$ cat config.mk
export PLATFORM = sky130hd
export DESIGN_NAME = axi_mem_arbiter_flat
export DESIGN_NICKNAME = d
export VERILOG_FILES = /design/src/rtl/axi_mem_arbiter_pkg.sv /design/src/rtl/axi_mem_arbiter_if.sv /design/src/rtl/axi_lite_mux.sv /design/src/rtl/axi_mem_arbiter.sv /design/src/flat_wrapper.sv
export SDC_FILE = /design/constraint.sdc
export NUM_CORES = 1
export LEC_CHECK = 0
export CORE_AREA = 2 2 174 176
export DETAILED_ROUTE_END_ITERATION = 8
export DIE_AREA = 0 0 176 178
export PLACE_DENSITY = 0.44
export SLEW_MARGIN = 10
export SYNTH_ARGS = -nofsm -noshare
export SYNTH_HDL_FRONTEND = slang
export SYNTH_HIERARCHICAL = 1
export SYNTH_SLANG_ARGS = --single-unit
$ cat constraint.sdc
create_clock -name clk -period 4.5 [get_ports clk]
set_clock_uncertainty 0.15 [all_clocks]
set_input_delay 0.675 -clock clk [delete_from_list [all_inputs] [get_ports clk]]
set_output_delay 0.675 -clock clk [all_outputs]
set_load 0.005 [all_outputs]
$ cat src/rtl/axi_mem_arbiter_pkg.sv
// Shared widths, response encodings and routing types
// for the two-master AXI4-Lite memory arbiter.
package axi_mem_arbiter_pkg;

    localparam int DATA_WIDTH  = 32;
    localparam int ACERR_WIDTH = 2;
    localparam int STRB_WIDTH  = DATA_WIDTH / 8;

    localparam logic [ACERR_WIDTH-1:0] RESP_OKAY   = 2'b00;
    localparam logic [ACERR_WIDTH-1:0] RESP_SLVERR = 2'b10;
    localparam logic [ACERR_WIDTH-1:0] RESP_DECERR = 2'b11;

    typedef enum logic {
        OWN_IFU,
        OWN_LSU
    } owner_e;

    typedef struct packed {
        logic i_ar;
        logic i_r;
        logic l_ar;
        logic l_r;
        logic l_aw;
        logic l_b;
    } route_t;

endpackage

$ cat src/rtl/axi_mem_arbiter_if.sv
// AXI4-Lite bundle; master drives address/data,
// slave drives readies and responses.
interface axi_mem_arbiter_if #(
    parameter int DW = axi_mem_arbiter_pkg::DATA_WIDTH,
    parameter int EW = axi_mem_arbiter_pkg::ACERR_WIDTH,
    parameter int SW = DW / 8
);
    logic [DW-1:0] araddr;
    logic          arvalid;
    logic          arready;
    logic [DW-1:0] rdata;
    logic [EW-1:0] rresp;
    logic          rvalid;
    logic          rready;
    logic [DW-1:0] awaddr;
    logic          awvalid;
    logic          awready;
    logic [DW-1:0] wdata;
    logic [SW-1:0] wstrb;
    logic          wvalid;
    logic          wready;
    logic [EW-1:0] bresp;
    logic          bvalid;
    logic          bready;

    modport master (
        output araddr, arvalid, rready,
        output awaddr, awvalid,
        output wdata, wstrb, wvalid, bready,
        input  arready, rdata, rresp, rvalid,
        input  awready, wready, bresp, bvalid
    );

    modport slave (
        input  araddr, arvalid, rready,
        input  awaddr, awvalid,
        input  wdata, wstrb, wvalid, bready,
        output arready, rdata, rresp, rvalid,
        output awready, wready, bresp, bvalid
    );

endinterface

$ cat src/rtl/axi_lite_mux.sv
// Combinational channel steering between the two masters
// and the shared slave, selected by the arbiter phase.
module axi_lite_mux
    import axi_mem_arbiter_pkg::*;
(
    input  route_t                  rt,
    input  logic                    aw_done,
    input  logic                    w_done,
    axi_mem_arbiter_if.slave        ifu,
    axi_mem_arbiter_if.slave        lsu,
    axi_mem_arbiter_if.master       mem
);

    // The fetch port is read-only; its write inputs are ignored.
    logic unused_ifu_wr;
    assign unused_ifu_wr = ^{ifu.awaddr, ifu.awvalid, ifu.wdata,
                             ifu.wstrb, ifu.wvalid, ifu.bready};

    always_comb begin
        mem.araddr  = '0;
        mem.arvalid = 1'b0;
        mem.rready  = 1'b0;
        mem.awaddr  = '0;
        mem.awvalid = 1'b0;
        mem.wdata   = '0;
        mem.wstrb   = '0;
        mem.wvalid  = 1'b0;
        mem.bready  = 1'b0;
        ifu.arready = 1'b0;
        ifu.rdata   = '0;
        ifu.rresp   = '0;
        ifu.rvalid  = 1'b0;
        ifu.awready = 1'b0;
        ifu.wready  = 1'b0;
        ifu.bresp   = '0;
        ifu.bvalid  = 1'b0;
        lsu.arready = 1'b0;
        lsu.rdata   = '0;
        lsu.rresp   = '0;
        lsu.rvalid  = 1'b0;
        lsu.awready = 1'b0;
        lsu.wready  = 1'b0;
        lsu.bresp   = '0;
        lsu.bvalid  = 1'b0;
        unique case (1'b1)
            rt.i_ar: begin
                mem.araddr  = ifu.araddr;
                mem.arvalid = ifu.arvalid;
                ifu.arready = mem.arready;
            end
            rt.i_r: begin
                mem.rready = ifu.rready;
                ifu.rdata  = mem.rdata;
                ifu.rresp  = mem.rresp;
                ifu.rvalid = mem.rvalid;
            end
            rt.l_ar: begin
                mem.araddr  = lsu.araddr;
                mem.arvalid = lsu.arvalid;
                lsu.arready = mem.arready;
            end
            rt.l_r: begin
                mem.rready = lsu.rready;
                lsu.rdata  = mem.rdata;
                lsu.rresp  = mem.rresp;
                lsu.rvalid = mem.rvalid;
            end
            rt.l_aw: begin
                // A completed AW or W beat is masked so it is never repeated.
                mem.awaddr  = lsu.awaddr;
                mem.awvalid = lsu.awvalid & ~aw_done;
                lsu.awready = mem.awready & ~aw_done;
                mem.wdata   = lsu.wdata;
                mem.wstrb   = lsu.wstrb;
                mem.wvalid  = lsu.wvalid & ~w_done;
                lsu.wready  = mem.wready & ~w_done;
            end
            rt.l_b: begin
                mem.bready = lsu.bready;
                lsu.bresp  = mem.bresp;
                lsu.bvalid = mem.bvalid;
            end
            default: ;
        endcase
    end

endmodule

$ cat src/rtl/axi_mem_arbiter.sv
// Round-robin whole-transaction arbiter: IFU (read-only)
// and LSU (read/write) sharing one AXI4-Lite slave.
module axi_mem_arbiter
    import axi_mem_arbiter_pkg::*;
(
    input  logic              clk,
    input  logic              reset,
    axi_mem_arbiter_if.slave  ifu,
    axi_mem_arbiter_if.slave  lsu,
    axi_mem_arbiter_if.master mem,
    output logic              Igrant,
    output logic              Lgrant,
    output logic              busy
);

    typedef enum logic [2:0] {
        IDLE, I_AR, I_R, L_AR, L_R, L_AW, L_B
    } state_e;

    state_e state, state_n;
    owner_e last_owner, last_n;
    logic   aw_done, aw_done_n;
    logic   w_done, w_done_n;
    logic   ireq, lwr, lreq;
    logic   aw_all, w_all;
    route_t rt;

    always_ff @(posedge clk) begin
        if (reset) begin
            state      <= IDLE;
            last_owner <= OWN_LSU;
            aw_done    <= 1'b0;
            w_done     <= 1'b0;
        end else begin
            state      <= state_n;
            last_owner <= last_n;
            aw_done    <= aw_done_n;
            w_done     <= w_done_n;
        end
    end

    always_comb begin
        ireq      = ifu.arvalid;
        lwr       = lsu.awvalid & lsu.wvalid;
        lreq      = lsu.arvalid | lwr;
        aw_all    = aw_done | (mem.awvalid & mem.awready);
        w_all     = w_done | (mem.wvalid & mem.wready);
        state_n   = state;
        last_n    = last_owner;
        aw_done_n = aw_done;
        w_done_n  = w_done;
        unique case (state)
            IDLE: begin
                // On a tie the master that did not go last wins.
                if (ireq && (!lreq || last_owner == OWN_LSU)) begin
                    state_n = I_AR;
                    last_n  = OWN_IFU;
                end else if (lreq) begin
                    state_n = lwr ? L_AW : L_AR;
                    last_n  = OWN_LSU;
                end
            end
            I_AR: if (mem.arvalid && mem.arready) state_n = I_R;
            I_R:  if (mem.rvalid && mem.rready) state_n = IDLE;
            L_AR: if (mem.arvalid && mem.arready) state_n = L_R;
            L_R:  if (mem.rvalid && mem.rready) state_n = IDLE;
            L_AW: begin
                if (aw_all && w_all) begin
                    state_n   = L_B;
                    aw_done_n = 1'b0;
                    w_done_n  = 1'b0;
                end else begin
                    aw_done_n = aw_all;
                    w_done_n  = w_all;
                end
            end
            L_B:  if (mem.bvalid && mem.bready) state_n = IDLE;
            default: state_n = IDLE;
        endcase
    end

    always_comb begin
        rt      = '0;
        rt.i_ar = (state == I_AR);
        rt.i_r  = (state == I_R);
        rt.l_ar = (state == L_AR);
        rt.l_r  = (state == L_R);
        rt.l_aw = (state == L_AW);
        rt.l_b  = (state == L_B);
    end

    assign Igrant = rt.i_ar | rt.i_r;
    assign Lgrant = rt.l_ar | rt.l_r | rt.l_aw | rt.l_b;
    assign busy   = (state != IDLE);

    axi_lite_mux u_mux (
        .rt      (rt),
        .aw_done (aw_done),
        .w_done  (w_done),
        .ifu     (ifu),
        .lsu     (lsu),
        .mem     (mem)
    );

endmodule

$ cat src/flat_wrapper.sv
// flat-port wrapper written by rule: the top's interface ports become plain ports
module axi_mem_arbiter_flat import axi_mem_arbiter_pkg::*;
  (clk, reset, Igrant, Lgrant, busy, ifu_araddr, ifu_arvalid, ifu_rready, ifu_awaddr, ifu_awvalid, ifu_wdata, ifu_wstrb, ifu_wvalid, ifu_bready, ifu_arready, ifu_rdata, ifu_rresp, ifu_rvalid, ifu_awready, ifu_wready, ifu_bresp, ifu_bvalid, lsu_araddr, lsu_arvalid, lsu_rready, lsu_awaddr, lsu_awvalid, lsu_wdata, lsu_wstrb, lsu_wvalid, lsu_bready, lsu_arready, lsu_rdata, lsu_rresp, lsu_rvalid, lsu_awready, lsu_wready, lsu_bresp, lsu_bvalid, mem_araddr, mem_arvalid, mem_rready, mem_awaddr, mem_awvalid, mem_wdata, mem_wstrb, mem_wvalid, mem_bready, mem_arready, mem_rdata, mem_rresp, mem_rvalid, mem_awready, mem_wready, mem_bresp, mem_bvalid);
  axi_mem_arbiter_if ifu_i ();
  axi_mem_arbiter_if lsu_i ();
  axi_mem_arbiter_if mem_i ();
  input  logic clk;
  input  logic reset;
  output logic Igrant;
  output logic Lgrant;
  output logic busy;
  input wire logic [$bits(ifu_i.araddr)-1:0] ifu_araddr;
  input wire logic [$bits(ifu_i.arvalid)-1:0] ifu_arvalid;
  input wire logic [$bits(ifu_i.rready)-1:0] ifu_rready;
  input wire logic [$bits(ifu_i.awaddr)-1:0] ifu_awaddr;
  input wire logic [$bits(ifu_i.awvalid)-1:0] ifu_awvalid;
  input wire logic [$bits(ifu_i.wdata)-1:0] ifu_wdata;
  input wire logic [$bits(ifu_i.wstrb)-1:0] ifu_wstrb;
  input wire logic [$bits(ifu_i.wvalid)-1:0] ifu_wvalid;
  input wire logic [$bits(ifu_i.bready)-1:0] ifu_bready;
  output wire logic [$bits(ifu_i.arready)-1:0] ifu_arready;
  output wire logic [$bits(ifu_i.rdata)-1:0] ifu_rdata;
  output wire logic [$bits(ifu_i.rresp)-1:0] ifu_rresp;
  output wire logic [$bits(ifu_i.rvalid)-1:0] ifu_rvalid;
  output wire logic [$bits(ifu_i.awready)-1:0] ifu_awready;
  output wire logic [$bits(ifu_i.wready)-1:0] ifu_wready;
  output wire logic [$bits(ifu_i.bresp)-1:0] ifu_bresp;
  output wire logic [$bits(ifu_i.bvalid)-1:0] ifu_bvalid;
  input wire logic [$bits(lsu_i.araddr)-1:0] lsu_araddr;
  input wire logic [$bits(lsu_i.arvalid)-1:0] lsu_arvalid;
  input wire logic [$bits(lsu_i.rready)-1:0] lsu_rready;
  input wire logic [$bits(lsu_i.awaddr)-1:0] lsu_awaddr;
  input wire logic [$bits(lsu_i.awvalid)-1:0] lsu_awvalid;
  input wire logic [$bits(lsu_i.wdata)-1:0] lsu_wdata;
  input wire logic [$bits(lsu_i.wstrb)-1:0] lsu_wstrb;
  input wire logic [$bits(lsu_i.wvalid)-1:0] lsu_wvalid;
  input wire logic [$bits(lsu_i.bready)-1:0] lsu_bready;
  output wire logic [$bits(lsu_i.arready)-1:0] lsu_arready;
  output wire logic [$bits(lsu_i.rdata)-1:0] lsu_rdata;
  output wire logic [$bits(lsu_i.rresp)-1:0] lsu_rresp;
  output wire logic [$bits(lsu_i.rvalid)-1:0] lsu_rvalid;
  output wire logic [$bits(lsu_i.awready)-1:0] lsu_awready;
  output wire logic [$bits(lsu_i.wready)-1:0] lsu_wready;
  output wire logic [$bits(lsu_i.bresp)-1:0] lsu_bresp;
  output wire logic [$bits(lsu_i.bvalid)-1:0] lsu_bvalid;
  output wire logic [$bits(mem_i.araddr)-1:0] mem_araddr;
  output wire logic [$bits(mem_i.arvalid)-1:0] mem_arvalid;
  output wire logic [$bits(mem_i.rready)-1:0] mem_rready;
  output wire logic [$bits(mem_i.awaddr)-1:0] mem_awaddr;
  output wire logic [$bits(mem_i.awvalid)-1:0] mem_awvalid;
  output wire logic [$bits(mem_i.wdata)-1:0] mem_wdata;
  output wire logic [$bits(mem_i.wstrb)-1:0] mem_wstrb;
  output wire logic [$bits(mem_i.wvalid)-1:0] mem_wvalid;
  output wire logic [$bits(mem_i.bready)-1:0] mem_bready;
  input wire logic [$bits(mem_i.arready)-1:0] mem_arready;
  input wire logic [$bits(mem_i.rdata)-1:0] mem_rdata;
  input wire logic [$bits(mem_i.rresp)-1:0] mem_rresp;
  input wire logic [$bits(mem_i.rvalid)-1:0] mem_rvalid;
  input wire logic [$bits(mem_i.awready)-1:0] mem_awready;
  input wire logic [$bits(mem_i.wready)-1:0] mem_wready;
  input wire logic [$bits(mem_i.bresp)-1:0] mem_bresp;
  input wire logic [$bits(mem_i.bvalid)-1:0] mem_bvalid;
  assign ifu_i.araddr = ifu_araddr;
  assign ifu_i.arvalid = ifu_arvalid;
  assign ifu_i.rready = ifu_rready;
  assign ifu_i.awaddr = ifu_awaddr;
  assign ifu_i.awvalid = ifu_awvalid;
  assign ifu_i.wdata = ifu_wdata;
  assign ifu_i.wstrb = ifu_wstrb;
  assign ifu_i.wvalid = ifu_wvalid;
  assign ifu_i.bready = ifu_bready;
  assign ifu_arready = ifu_i.arready;
  assign ifu_rdata = ifu_i.rdata;
  assign ifu_rresp = ifu_i.rresp;
  assign ifu_rvalid = ifu_i.rvalid;
  assign ifu_awready = ifu_i.awready;
  assign ifu_wready = ifu_i.wready;
  assign ifu_bresp = ifu_i.bresp;
  assign ifu_bvalid = ifu_i.bvalid;
  assign lsu_i.araddr = lsu_araddr;
  assign lsu_i.arvalid = lsu_arvalid;
  assign lsu_i.rready = lsu_rready;
  assign lsu_i.awaddr = lsu_awaddr;
  assign lsu_i.awvalid = lsu_awvalid;
  assign lsu_i.wdata = lsu_wdata;
  assign lsu_i.wstrb = lsu_wstrb;
  assign lsu_i.wvalid = lsu_wvalid;
  assign lsu_i.bready = lsu_bready;
  assign lsu_arready = lsu_i.arready;
  assign lsu_rdata = lsu_i.rdata;
  assign lsu_rresp = lsu_i.rresp;
  assign lsu_rvalid = lsu_i.rvalid;
  assign lsu_awready = lsu_i.awready;
  assign lsu_wready = lsu_i.wready;
  assign lsu_bresp = lsu_i.bresp;
  assign lsu_bvalid = lsu_i.bvalid;
  assign mem_araddr = mem_i.araddr;
  assign mem_arvalid = mem_i.arvalid;
  assign mem_rready = mem_i.rready;
  assign mem_awaddr = mem_i.awaddr;
  assign mem_awvalid = mem_i.awvalid;
  assign mem_wdata = mem_i.wdata;
  assign mem_wstrb = mem_i.wstrb;
  assign mem_wvalid = mem_i.wvalid;
  assign mem_bready = mem_i.bready;
  assign mem_i.arready = mem_arready;
  assign mem_i.rdata = mem_rdata;
  assign mem_i.rresp = mem_rresp;
  assign mem_i.rvalid = mem_rvalid;
  assign mem_i.awready = mem_awready;
  assign mem_i.wready = mem_wready;
  assign mem_i.bresp = mem_bresp;
  assign mem_i.bvalid = mem_bvalid;
  axi_mem_arbiter u_core (.clk(clk), .reset(reset), .ifu(ifu_i), .lsu(lsu_i), .mem(mem_i), .Igrant(Igrant), .Lgrant(Lgrant), .busy(busy));
endmodule
==> impl_results.md <==
- Fin. Hold Viols: 0
- RSZ-0062 raised after global routing: no
- Kind of end point of the critical path: output port
- FMAX: 307 MHz
- Final setup violation count: 0
- ANT cells: 0
- CTS tree: done
- Crit path launch: u_core/state[2]
- Cell count after synthesis: 263
- Nets: 866
- RR Startpoint: u_core/state[2]
- PD cells: between 200 and 300 nW/um2
- Hold depth: 2
- DR WL/cell: approximately 13 um
- Post-synthesis register bit count: 6
- GRT Util Overall: 0.0769
- Cts repair resizes: 0
- PortBufs: 366
- Final core utilization: 0.204
- Slowest stage delay, CP: 0.63 ns
- GPL Wtd Cong: roughly 0.67
- Die Ht: 178 um
- I/O pin cnt: 443
- Synth-to-layout area growth: 216%
- Number of synthesized flops with an enable pin: 0
- Initial drt markers: 67
- Clk sinks: 6
- H-tree depth: 1
- Worst path required time: ~3.7 ns
- Vias per Instance: 3.21
- Setup CP Type: reg2out
- Reg2Reg Capture Point: u_core/state[0]
- Row count: 63
- CP arrival: 2.43 ns
- Share of layout cells above drive strength 1: 0.0344
- ANT nets after route: 0
- Max-cap violations: 0
- Clock transition at the registers of the reported paths: 0.03 ns
- Most frequent cells in the layout: clkdlybuf4s50_1, and2_1, a22o_1
- Commonest non-fill, non-tap cell in the layout: clkdlybuf4s50_1
- CP Cell Sequence: and3b_2, buf_4, and3b_1, clkdlybuf4s50_1
- Yosys cell types: 36
- Setup bufs post-CTS: 0
- First-pass GRT wire length: around 19 mm
- Inserted Clock Buffers: 3
- Wirelength, routed: roughly 13 mm
- Fin crit period: 3.26 ns
- Worst-path maximum fanout: 76
- Setup_tns: 0 ns
- Antenna violations before repair: 0
- Detailed placement HPWL: 11.3 mm
- Hold Crit Class: reg2reg
- Period utilization: 0.724
- Die area: approximately 31,000 um2
- Pin count of the biggest net entering global routing: 77
- Yosys warns: 6
- Die X: between 150 and 200 um
- Post-synthesis sequential area ratio: 0.0634
- CTS root buf: clkbuf_16
- Mean Syn Cell Area: 7.21 um2
- Worst Min Path Start: u_core/w_done
- Final Max Tran Viols: 0
- R2R depth: 7
- Async set or reset register ratio after synthesis: 0
- Flop2flop setup slack: approximately 1.8 ns
- Via count: 3,216
- Worst hold endpoint: u_core/w_done
- Mapped cell area: 1900 um2
- Initial Util: 0.0645
- Status: finished clean
- Pre-Repair DR Iteration Count: 4
- Top delay family on crit path: buffers and inverters
- Cts hold-fix bufs: 0
- Maximum clock path buffer count: 2
- Drc violations: 0
- Clk Latency, worst-skew pair: 0.23 ns
- Static leakage: 2.16 nW
- Worst slew pin tran: just under 0.6 ns
- WHS: around 0.39 ns
- CP max stage cell: dfxtp_1
- Startpoint Class: register
- Core Box Area: 29,400 um2
- Overflow after GRT: 0
- Vias in the first global route: 3,175
- Ys flop type: dfxtp_1
- CP Buf/Inv Count: 2
- Maximum VDD drop: approximately 0.18 mV
- Max_slew headroom: 0.608
[kinds of logic after synthesis]
| group | synth area share |
|---|---|
| AND/OR/NAND/NOR | 0.572 |
| AO/OA/AOI/OAI | 0.235 |
| buffers and inverters | 0.108 |
| flip-flops | 0.0634 |
| XOR/XNOR | 0.00924 |
| multiplexers | 0.0106 |
| other | 0.00198 |
[flip-flops by register name, summed over array words and instances (netlist names)]
register           cells
u_core/w_done          1
u_core/aw_done         1
u_core/last_owner      1
u_core/state           3
[worst reg2reg max path, cell delays in order, from the launching register on]
cell     delay (ns)
dfxtp_1        0.63
and3b_2        0.26
buf_4          0.47
and3b_1        0.29
a21oi_1        0.16
o21ai_4        0.21
and4_4         0.27
o32ai_1        0.09
[where the power goes]
group	leakage [nW]	total, mW	internal, mW	switching [mW]
clock network	0.0370	0.144	0.114	0.0299
logic	2.08	1.27	0.798	0.474
registers	0.0493	0.110	0.0685	0.0419
[final cells by class]
| cell class | count | area (um2) |
|---|---|---|
| fill | 3252 | 23400 |
| timing repair buffer | 371 | 3700 |
| multi-input combinational | 230 | 1600 |
| tap | 390 | 488 |
| sequential | 6 | 120 |
| clock buffer | 3 | 75.1 |
| inverter | 1 | 3.75 |
[cell usage after synthesis (all sizes together) (2+ instances only)]
| cell type | n | area share |
|---|---|---|
| mux2i | 2 | 0.011 |
| and3b | 6 | 0.030 |
| nor2 | 5 | 0.0099 |
| dfxtp | 6 | 0.063 |
| nor3b | 2 | 0.0079 |
| nor3 | 2 | 0.011 |
| buf | 18 | 0.075 |
| or2b | 2 | 0.0079 |
| a41oi | 2 | 0.0092 |
| clkbuf | 12 | 0.032 |
| o21ai | 2 | 0.011 |
| a22o | 34 | 0.16 |
| a21oi | 4 | 0.011 |
| a211oi | 3 | 0.015 |
| and2 | 144 | 0.48 |
| nand2 | 4 | 0.0079 |
| nor2b | 2 | 0.0066 |
[through the flow]
step                std cells  setup slack, ns  instance area (um2)  total power, mW
global route             1001             1.10                 5990             1.65
floorplan                 267             2.32                 1910            0.620
detailed placement        998             1.42                 5910             1.41
CTS                      1001             1.18                 5990             1.56
finish                   1001             1.24                 5990             1.53
global placement          998             1.39                 5910             1.42
[how the worst max path moves through the flow]
stage | endpoint | slack (ns) | depth (start not counted)
after floorplan | ifu_rdata[10] | 2.32 | 4
after global placement | mem_wdata[9] | 1.39 | 4
after detailed placement | mem_arvalid | 1.42 | 5
after CTS | mem_arvalid | 1.18 | 5
after global routing | mem_wvalid | 1.10 | 4
final | mem_wvalid | 1.24 | 4
[per-layer routing]
metal,GRT usage,vias up,wire length [um]
met3,0.0260,2,1550
met1,0.0900,1411,5240
li1,-,1571,-
met2,0.141,232,6470
met5,0,-,0
met4,0.00723,0,41
Power figures use the tool's default switching activity.
